`src/rtl/int_dot_accum_if.sv`:
```
// Operand/result bus of the integer dot-product stage.
// Handshake: a transfer happens on a rising edge where valid and ready are both 1;
// valid never waits on ready, and payload is only meaningful while valid is 1.
interface int_dot_accum_if #(
  parameter int A_W = 16,
  parameter int B_W = 16
);
  logic [A_W-1:0] a_in;
  logic [B_W-1:0] b_in;
  logic           in_valid;
  logic           in_ready;
  logic [31:0]    acc_out;
  logic           out_valid;
  logic           out_ready;
  logic           sat_flag;

  modport master (
    output a_in, b_in, in_valid, out_ready,
    input  in_ready, acc_out, out_valid, sat_flag
  );

  modport slave (
    input  a_in, b_in, in_valid, out_ready,
    output in_ready, acc_out, out_valid, sat_flag
  );
endinterface

```
`src/rtl/int_dot_accum.sv`:
```
// Streaming signed multiply-accumulate: LEN operand pairs in, one saturating
// 32-bit dot product out, feeding the int-to-float converter.
module int_dot_accum #(
  parameter int LEN = 784,
  parameter int A_W = 16,
  parameter int B_W = 16
) (
  input  logic              clk,
  input  logic              rst_n,
  input  logic              clr,
  int_dot_accum_if.slave    bus,
  output logic [1:0]        dbg_state
);

  typedef enum logic [1:0] {
    ST_ACCUM = 2'd0,
    ST_DRAIN = 2'd1,
    ST_DONE  = 2'd2
  } state_e;

  localparam int               CNT_W    = 16;
  localparam logic [CNT_W-1:0] LAST_CNT = CNT_W'(LEN - 1);
  localparam logic [31:0]      ACC_MAX  = 32'h7FFF_FFFF;
  localparam logic [31:0]      ACC_MIN  = 32'h8000_0000;

  state_e                  state_q, state_d;
  logic [CNT_W-1:0]        cnt_q, cnt_d;
  logic [31:0]             prod_q, prod_d;
  logic [31:0]             acc_q, acc_d;
  logic                    p_valid_q, p_valid_d;
  logic                    sat_q, sat_d;

  logic                    in_ready;
  logic                    out_valid;
  logic                    accept;
  logic                    last_beat;
  logic                    take_out;
  logic signed [A_W+B_W-1:0] mul_full;
  logic [32:0]             sum33;
  logic                    ovf_pos;
  logic                    ovf_neg;

  // FSM state register
  always_ff @(posedge clk or negedge rst_n) begin
    if (!rst_n) begin
      state_q <= ST_ACCUM;
    end else begin
      state_q <= state_d;
    end
  end

  // FSM next state
  always_comb begin
    state_d = state_q;
    if (clr) begin
      state_d = ST_ACCUM;
    end else begin
      case (state_q)
        ST_ACCUM: if (accept && last_beat) state_d = ST_DRAIN;
        ST_DRAIN: state_d = ST_DONE;
        ST_DONE:  if (bus.out_ready) state_d = ST_ACCUM;
        default:  state_d = ST_ACCUM;
      endcase
    end
  end

  // FSM outputs
  always_comb begin
    in_ready  = 1'b0;
    out_valid = 1'b0;
    case (state_q)
      ST_ACCUM: in_ready  = 1'b1;
      ST_DONE:  out_valid = 1'b1;
      default:  ;
    endcase
  end

  assign accept    = bus.in_valid & in_ready;
  assign last_beat = (cnt_q == LAST_CNT);
  assign take_out  = out_valid & bus.out_ready;

  assign mul_full = $signed(bus.a_in) * $signed(bus.b_in);

  // One guard bit is enough: the sum of two 32-bit signed values fits in 33 bits.
  assign sum33   = {acc_q[31], acc_q} + {prod_q[31], prod_q};
  assign ovf_pos = ~sum33[32] &  sum33[31];
  assign ovf_neg =  sum33[32] & ~sum33[31];

  always_comb begin
    cnt_d     = cnt_q;
    prod_d    = prod_q;
    p_valid_d = 1'b0;
    acc_d     = acc_q;
    sat_d     = sat_q;
    if (clr) begin
      cnt_d = '0;
      acc_d = '0;
      sat_d = 1'b0;
    end else begin
      if (accept) begin
        prod_d    = 32'(mul_full);
        p_valid_d = 1'b1;
        cnt_d     = last_beat ? '0 : cnt_q + CNT_W'(1);
      end
      // A delivered result and a pending product never coincide: DONE only
      // follows DRAIN, which accepts nothing.
      if (take_out) begin
        acc_d = '0;
        sat_d = 1'b0;
      end else if (p_valid_q) begin
        if (ovf_pos) begin
          acc_d = ACC_MAX;
          sat_d = 1'b1;
        end else if (ovf_neg) begin
          acc_d = ACC_MIN;
          sat_d = 1'b1;
        end else begin
          acc_d = sum33[31:0];
        end
      end
    end
  end

  always_ff @(posedge clk or negedge rst_n) begin
    if (!rst_n) begin
      cnt_q     <= '0;
      prod_q    <= '0;
      p_valid_q <= 1'b0;
      acc_q     <= '0;
      sat_q     <= 1'b0;
    end else begin
      cnt_q     <= cnt_d;
      prod_q    <= prod_d;
      p_valid_q <= p_valid_d;
      acc_q     <= acc_d;
      sat_q     <= sat_d;
    end
  end

  assign bus.in_ready  = in_ready;
  assign bus.out_valid = out_valid;
  assign bus.acc_out   = acc_q;
  assign bus.sat_flag  = sat_q;
  assign dbg_state     = state_q;

endmodule

```
`src/flat_wrapper.sv`:
```
// flat-port wrapper written by rule: the top's interface ports become plain ports
module int_dot_accum_flat 
#(
  parameter int LEN = 784,
  parameter int A_W = 16,
  parameter int B_W = 16
)
  (clk, rst_n, clr, dbg_state, bus_a_in, bus_b_in, bus_in_valid, bus_out_ready, bus_in_ready, bus_acc_out, bus_out_valid, bus_sat_flag);
  int_dot_accum_if #(.A_W(A_W), .B_W(B_W)) bus_i ();
  input  logic clk;
  input  logic rst_n;
  input  logic clr;
  output logic [1:0] dbg_state;
  input wire logic [$bits(bus_i.a_in)-1:0] bus_a_in;
  input wire logic [$bits(bus_i.b_in)-1:0] bus_b_in;
  input wire logic [$bits(bus_i.in_valid)-1:0] bus_in_valid;
  input wire logic [$bits(bus_i.out_ready)-1:0] bus_out_ready;
  output wire logic [$bits(bus_i.in_ready)-1:0] bus_in_ready;
  output wire logic [$bits(bus_i.acc_out)-1:0] bus_acc_out;
  output wire logic [$bits(bus_i.out_valid)-1:0] bus_out_valid;
  output wire logic [$bits(bus_i.sat_flag)-1:0] bus_sat_flag;
  assign bus_i.a_in = bus_a_in;
  assign bus_i.b_in = bus_b_in;
  assign bus_i.in_valid = bus_in_valid;
  assign bus_i.out_ready = bus_out_ready;
  assign bus_in_ready = bus_i.in_ready;
  assign bus_acc_out = bus_i.acc_out;
  assign bus_out_valid = bus_i.out_valid;
  assign bus_sat_flag = bus_i.sat_flag;
  int_dot_accum #(.LEN(LEN), .A_W(A_W), .B_W(B_W)) u_core (.clk(clk), .rst_n(rst_n), .clr(clr), .bus(bus_i), .dbg_state(dbg_state));
endmodule
```
`config.mk`:
```
export PLATFORM = sky130hd
export DESIGN_NAME = int_dot_accum_flat
export DESIGN_NICKNAME = d
export VERILOG_FILES = /design/src/rtl/int_dot_accum_if.sv /design/src/rtl/int_dot_accum.sv /design/src/flat_wrapper.sv
export SDC_FILE = /design/constraint.sdc
export NUM_CORES = 1
export LEC_CHECK = 0
export CAP_MARGIN = 15
export CELL_PAD_IN_SITES_DETAIL_PLACEMENT = 0
export CELL_PAD_IN_SITES_GLOBAL_PLACEMENT = 1
export CORE_ASPECT_RATIO = 2
export CORE_MARGIN = 3
export CORE_UTILIZATION = 44
export CTS_CLUSTER_DIAMETER = 120
export DETAILED_ROUTE_END_ITERATION = 8
export MAX_ROUTING_LAYER = met4
export PLACE_DENSITY_LB_ADDON = 0.1
export SETUP_SLACK_MARGIN = 0.5
export SLEW_MARGIN = 5
export SYNTH_ARGS = -nofsm -noshare
export SYNTH_HDL_FRONTEND = slang
export SYNTH_SLANG_ARGS = --single-unit
```
`constraint.sdc`:
```
create_clock -name clk -period 3.05 [get_ports clk]
set_clock_uncertainty 0.1 [all_clocks]
set_input_delay 0.915 -clock clk [delete_from_list [all_inputs] [get_ports clk]]
set_output_delay 0.915 -clock clk [all_outputs]
set_load 0.01 [all_outputs]
```
## Yosys cells after proc, flatten, opt, wreduce, memory -nomap -nowiden

Index checks and enable logic that the tools add are counted.

| word-level totals | value |
|---|---|
| register bits | 84 |
| input bits | 37 |
| output and inout port bits | 37 |
| logic and storage cells | 50 |

| operators by class | value |
|---|---|
| add/sub/neg operators | 2 |
| $mul | 1 |
| equality and inequality tests | 5 |
| multiplexer cells | 21 |
| bitwise gates (word level) | 7 |
| reduce and logical (&&, ||, !) cells | 8 |

Operators with widths:

| cell | number |
|---|---|
| 32-bit 2-to-1 mux | 5 |
| 16-bit 2-to-1 mux | 3 |
| 32-bit by 32-bit adder with 33-bit output | 1 |
| 16-bit by 16-bit multiplier with 32-bit output | 1 |
| 16-bit by 1-bit adder with 16-bit output (second input constant) | 1 |
| 16-bit by 10-bit == test with 1-bit output (second input constant) | 1 |
| 1-bit 2-to-1 mux | 9 |
| 2-bit 2-to-1 mux | 3 |
| 2-bit case mux with 3 select lines | 1 |
| 2-bit AND reduction | 3 |
| 1-bit bitwise AND | 4 |
| 4-bit nonzero test | 1 |
| 3-bit by 2-bit != test with 1-bit output (second input constant) | 1 |
| 3-bit != test (second input constant) | 1 |
| 1-bit NOT | 3 |
| 3-bit nonzero test | 1 |
| 2-bit by 1-bit == test with 1-bit output (second input constant) | 1 |
| 2-bit == test (second input constant) | 1 |
| 2-bit zero test | 1 |
| 2-bit nonzero test | 1 |
| 1-bit logical AND | 1 |

## Depth between registers and ports, before layout

Gate-level depths: netlist of run 1.

| logic depth | value |
|---|---|
| depth after elaboration | 8 |
| depth in mapped cells | 25 |
| mapped depth without buffers | 24 |

## Worst setup path after synthesis of run 1

OpenSTA, ideal clock, no wires.

| path | value |
|---|---|
| kind | in2reg |
| start point | input bus_a_in[10] |
| end point | register u_core.prod_q[28] |
| arrival time | 6.686 ns |
| required time | 2.819 ns |
| setup slack | -3.867 ns |
| stages | 24 |
| path through | clkbuf_1 > nand2_1 > fa_1 > fa_1 > inv_1 > fa_1 > inv_1 > fa_1 > inv_1 > fa_1 > inv_1 > fa_1 > inv_1 > ha_1 > a21o_1 > a21oi_1 > o21ai_0 > a31o_1 > a211o_1 > a221o_1 > and3_1 > a211oi_1 > xor2_1 > o21ai_1 |

| on the way | value |
|---|---|
| cells in the longest elaborated chain, start to end | 1 |

Ends and longest elaborated chain:

| element | line | text |
|---|---|---|
| start, declared | flat_wrapper.sv:14 | `input wire logic [$bits(bus_i.a_in)-1:0] bus_a_in;` |
| 16-bit by 16-bit multiplier with 32-bit output | int_dot_accum.sv:82 | `assign mul_full = $signed(bus.a_in) * $signed(bus.b_in);` |
| end signal, assigned | int_dot_accum.sv:133 | `prod_q <= prod_d;` |
| end, declared | int_dot_accum.sv:28 | `logic [31:0] prod_q, prod_d;` |

Every way passes these cells.
A chain may end at the register's enable or synchronous reset.

## Worst setup path after layout of run 1

| path | value |
|---|---|
| start point | input bus_a_in[7] |
| end point | register u_core.prod_q[28] |

Same word-level chain as after synthesis.

==> results of run 1 <==
final timing paths:
kind	from	slack [ns]	depth (start not counted)	to
max	bus_a_in[7]	-3.46	25	u_core.prod_q[28]
min	u_core.prod_q[0]	0.39	2	u_core.prod_q[0]
max reg2reg	u_core.prod_q[0]	-0.21	12	u_core.bus.acc_out[30]
min reg2reg	u_core.prod_q[0]	0.39	2	u_core.prod_q[0]
max in group asynchronous	rst_n	1.61	2	u_core.prod_q[29]
min in group asynchronous	rst_n	0.52	1	u_core.bus.acc_out[20]
cell families after synthesis:
logic type	after synthesis	synth area share
compound gates	243	0.114
xor+xnor	66	0.0391
fa+ha+maj	378	0.454
buf+inv	371	0.0989
flops	84	0.142
mux	5	0.00356
simple gates	455	0.148
critical path: cells and delay by family:
| kind | cells | cell delay [ns] |
|---|---|---|
| adder cells (fa/ha/maj) | 7 | 3.28 |
| AO/OA/AOI/OAI | 8 | 1.55 |
| buffers and inverters | 7 | 0.38 |
| AND/OR/NAND/NOR | 2 | 0.36 |
| XOR/XNOR | 1 | 0.16 |
layout make-up:
| type | instances | area share |
|---|---|---|
| multi-input cells | 1150 | 0.614 |
| repair buffers | 390 | 0.178 |
| flip-flops and latches | 84 | 0.106 |
| inverters | 314 | 0.0595 |
| well taps | 432 | 0.0273 |
| clock buffers | 9 | 0.0114 |
| clock inverters | 7 | 0.00410 |
cell usage after synthesis (10+ instances only):
cell and n:
nor2_1 58, ha_1 115, a221o_1 27, inv_1 314, dfrtp_1 84, a21oi_1 40, nand2_1 192, o21ai_1 10
and2_1 125, fa_1 263, a21o_1 31, clkbuf_1 46, and3_1 17, nand3_1 20, nor3_1 11, xnor2_1 39
o21a_1 14, xor2_1 27, o21ai_0 65
per-stage QoR:
stage	cell area, um^2	setup WS (ns)
2_1_floorplan	15400	-3.47
3_3_place_gp	18200	-4.30
3_5_place_dp	18200	-4.36
4_1_cts	19500	-3.50
5_1_grt	19800	-3.63
6_report	19800	-3.46
flip-flops by register name, summed over array words and instances, names as in the netlist:
register	count
u_core.bus.sat_flag	1
u_core.cnt_q	16
u_core.p_valid_q	1
u_core.prod_q	32
u_core.bus.acc_out	32
u_core.dbg_state	2
layer usage:
layer	wire [um]	track usage
met1	14400	0.241
met2	26300	0.516
met3	1020	0.0231
met4	3250	0.158
met5	0	-
what timing repair did:
| action | 4_1_cts | 5_1_grt |
|---|---|---|
| setup endpoints to repair | 64 | 63 |
| resized for setup | 248 | 81 |
| cloned | 7 | 2 |
| pin swaps | 87 | 64 |
| setup buffers | 53 | 15 |
==> flow_summary_export.csv, run 1 <==
group,metric,value,unit
outcome,outcome,"finished, violations left",
outcome,failed_checks,"negative setup slack",
yosys,synthTopCellsByArea,"fa_1 (36%), dfrtp_1 (14%), ha_1 (9.7%), inv_1 (8.0%), and2_1 (5.3%)",
timing,slew_violations,0,
setup_path,cpMostUsedCell,"fa_1",
routing,dr.pass1.iters,5,
timing,worstMarginPinSlew,0.820,ns
routing,vias,12245,
cells_and_area,multi_input_area,12200,um^2
setup_path,cp_slowest_stage_delay,0.54,ns
cells_and_area,layout_common_cells,"inv_1 (285), buf_4 (243), fa_1 (242)",
setup_path,cp_slowest_cell,"fa_1",
routing,routed_wl,45000,um
die,start_util,0.447,
clocking,h-tree-depth,3,
timing,finalWorstPathRequiredPeriod,6.51,ns
hold_path,hold_path.class,"flip-flop to flip-flop",
global_route,grt_usage,0.265,
clocking,clkLatencyLatePin,0.37,ns
timing,hold_viol,0,
timing,grt_setup_unrepaired,"true",
clocking,cts.clk_slew.worst_paths,0.07,ns
clocking,root_buffer,"clkbuf_16",
global_route,gr-total-overflow,0,
yosys,synthDistinctLibCells,63,
cells_and_area,nFillCells,2982,
placed_design,dp_hpwl,36700,um
global_route,antenna_found_initial,0,
timing,fmax,154,MHz
clocking,cts.sinks,84,
timing,finalSetupTns,-78.19,ns
clocking,clk_path_buf_depth,2,
die,die-area,35900,um^2
yosys,synth_nets,2017,
setup_path,crit_fanout,3,
setup_path,cp_data_required_time,3.19,ns
routing,post_drt_wl_per_cell,18.9,um
cells_and_area,nNetsFinal,2364,
setup_path,cp.arrival,6.65,ns
cells_and_area,final_common_cell,"inv_1",
timing,min_period_over_period,2.13,
yosys,yosys.area.top_type_share,0.357,
setup_path,cp-start-kind,"input pin",
die,die_w,136,um
timing,setup_violations,59,
clocking,cts_tree,"built",
cells_and_area,final_core_util,0.600,
global_route,grt_max_degree,61,
global_route,grt_first_pass_wirelength,71100,um
cells_and_area,synthToLayoutAreaGrowth,34.2,%
cells_and_area,regArea,2100,um^2
routing,viasPerCell,5.13,
setup_path,setup.worst_path.class,"input pin to flip-flop",
placed_design,port_buffers,73,
clocking,numCtsBuffers,9,
yosys,syn_area,14800,um^2
timing,slew_headroom,0.454,
timing,hold_slack,0.387,ns
yosys,yosys.area.top_type,"fa_1",
yosys,synthArstFlopShare,1.00,
global_route,first_global_vias,13595,
yosys,ys_ff_latch,84,
placed_design,gp_congestion,0.950,
routing,drc,0,
yosys,syn_inst,1602,
cells_and_area,final_cells,2386,
die,die_height,265,um
routing,drt_iter0_markers,356,
flow_run,maxCapViolations,0,
yosys,yosys_warnings,0,
yosys,synth-edff-count,0,
cells_and_area,drive_above_1_share,0.287,
clocking,cts_hold_buf,0,
yosys,ys.flop_type,"dfrtp_1",
yosys,ys_seq_area_frac,0.142,
placed_design,dpl.cell_count,2293,
routing,postRouteAntennaNets,0,
die,row_count,94,
die,coreArea,33000,um^2
yosys,syn_avg_cell_area,9.22,um^2
die,io_pins,74,
setup_path,critPathCaptureType,"flip-flop",
timing,setup_ws,-3.46,ns
cells_and_area,diodes,0,
Power of run 1 is not shown: default switching activity piles up to over one toggle a cycle in this logic, so the estimate is an artifact.
==> inputs of run 2 (changes only) <==
CORE_MARGIN = unset   (was 3)
CORE_UTILIZATION = 27   (was 44)
==> flow_summary_export.csv, run 2 (synthesized netlist as in run 1, its figures left out) <==
group,metric,value,unit
global_route,antenna_found_initial,0,
timing,setup_ws,-3.42,ns
die,coreArea,53800,um^2
timing,finalSetupTns,-77.78,ns
global_route,grt_first_pass_wirelength,75800,um
clocking,cts_hold_buf,0,
clocking,clkLatencyLatePin,0.36,ns
die,die-area,55700,um^2
global_route,grt_max_degree,57,
routing,drc,0,
cells_and_area,drive_above_1_share,0.301,
timing,slew_headroom,0.513,
setup_path,cp-start-kind,"input pin",
timing,min_period_over_period,2.12,
die,die_w,167,um
timing,hold_viol,0,
clocking,root_buffer,"clkbuf_16",
routing,postRouteAntennaNets,0,
global_route,gr-total-overflow,0,
timing,grt_setup_unrepaired,"true",
clocking,cts_tree,"built",
die,start_util,0.275,
setup_path,reg2reg_slack,-0.20,ns
hold_path,hold_path.class,"input pin to async pin",
routing,viasPerCell,4.54,
placed_design,gp_congestion,0.895,
global_route,grt_usage,0.185,
global_route,first_global_vias,13652,
routing,drt_iter0_markers,343,
setup_path,crit_fanout,5,
clocking,cts.sinks,84,
clocking,cts.clk_slew.worst_paths,0.06,ns
setup_path,critPathCaptureType,"flip-flop",
setup_path,cp.arrival,6.61,ns
setup_path,setup.worst_path.class,"input pin to flip-flop",
setup_path,cp_data_required_time,3.19,ns
clocking,clk_path_buf_depth,2,
die,die_height,333,um
clocking,h-tree-depth,3,
timing,setup_violations,55,
placed_design,port_buffers,73,
flow_run,maxCapViolations,0,
die,io_pins,74,
routing,dr.pass1.iters,4,
routing,post_drt_wl_per_cell,18.1,um
cells_and_area,nNetsFinal,2367,
cells_and_area,final_common_cell,"inv_1",
cells_and_area,diodes,0,
timing,worstMarginPinSlew,0.731,ns
outcome,failed_checks,"negative setup slack",
outcome,outcome,"finished, violations left",
setup_path,cp_slowest_stage_delay,0.51,ns
cells_and_area,synthToLayoutAreaGrowth,37.6,%
cells_and_area,layout_common_cells,"inv_1 (282), buf_4 (249), fa_1 (233)",
placed_design,dp_hpwl,39600,um
timing,finalWorstPathRequiredPeriod,6.47,ns
cells_and_area,nFillCells,5578,
routing,routed_wl,47500,um
die,row_count,120,
timing,slew_violations,0,
routing,vias,11941,
timing,fmax,155,MHz
setup_path,cp_slowest_cell,"fa_1",
clocking,numCtsBuffers,9,
[run 2: critical path: cells and delay by family]
kind,cells,cell delay (ns)
and+or+nand+nor,2,0.34
buffers and inverters,8,0.62
adders and majority gates,7,2.84
AOI/OAI and AO/OA,7,1.73
xor gates and xnor gates,1,0.16
[run 2: metrics by stage]
step,std cells,hold slack (ns),worst slack [ns],util,instance area (um^2)
6_report,2628,0.375,-3.42,0.378,20300
5_1_grt,2628,0.392,-3.59,0.378,20300
4_1_cts,2612,0.382,-3.52,0.371,19900
3_5_place_dp,2551,0.382,-4.36,0.347,18600
3_3_place_gp,2551,0.372,-4.33,0.347,18600
2_1_floorplan,1602,0.350,-3.47,-,15400
[run 2: what timing repair did]
action                                  CTS  global route
setup buffers                            37            14
cloned                                    8             2
resized for setup                       258            87
endpoints found under the setup margin   64            65
pin swaps                               122            99
[run 2: worst paths after layout]
check	startpoint	to	cells after the start
max	bus_b_in[1]	u_core.prod_q[28]	25
min	rst_n	u_core.prod_q[3]	1
max reg2reg	u_core.prod_q[0]	u_core.bus.acc_out[9]	12
min reg2reg	u_core.prod_q[7]	u_core.prod_q[7]	2
max in group asynchronous	rst_n	u_core.dbg_state[0]	2
min in group clk	u_core.prod_q[7]	u_core.prod_q[7]	2
[run 2: area by class of cell]
class	instances	area (um^2)	area share
Multi-Input combinational cell	1150	12300	0.605
Tap cell	671	840	0.0413
Sequential cell	84	2100	0.104
Clock buffer	11	233	0.0115
Inverter	314	1180	0.0581
Clock inverter	5	83.8	0.00413
Timing Repair Buffer	393	3570	0.176
[run 2: metal layers]
metal,up-vias,GRT usage,part of all wire
met4,0,0.0787,0.042
met3,71,0.0129,0.016
met2,184,0.387,0.61
met5,-,-,0
li1,5739,-,-
met1,5947,0.163,0.33
Power of run 2 is left out for the same reason.
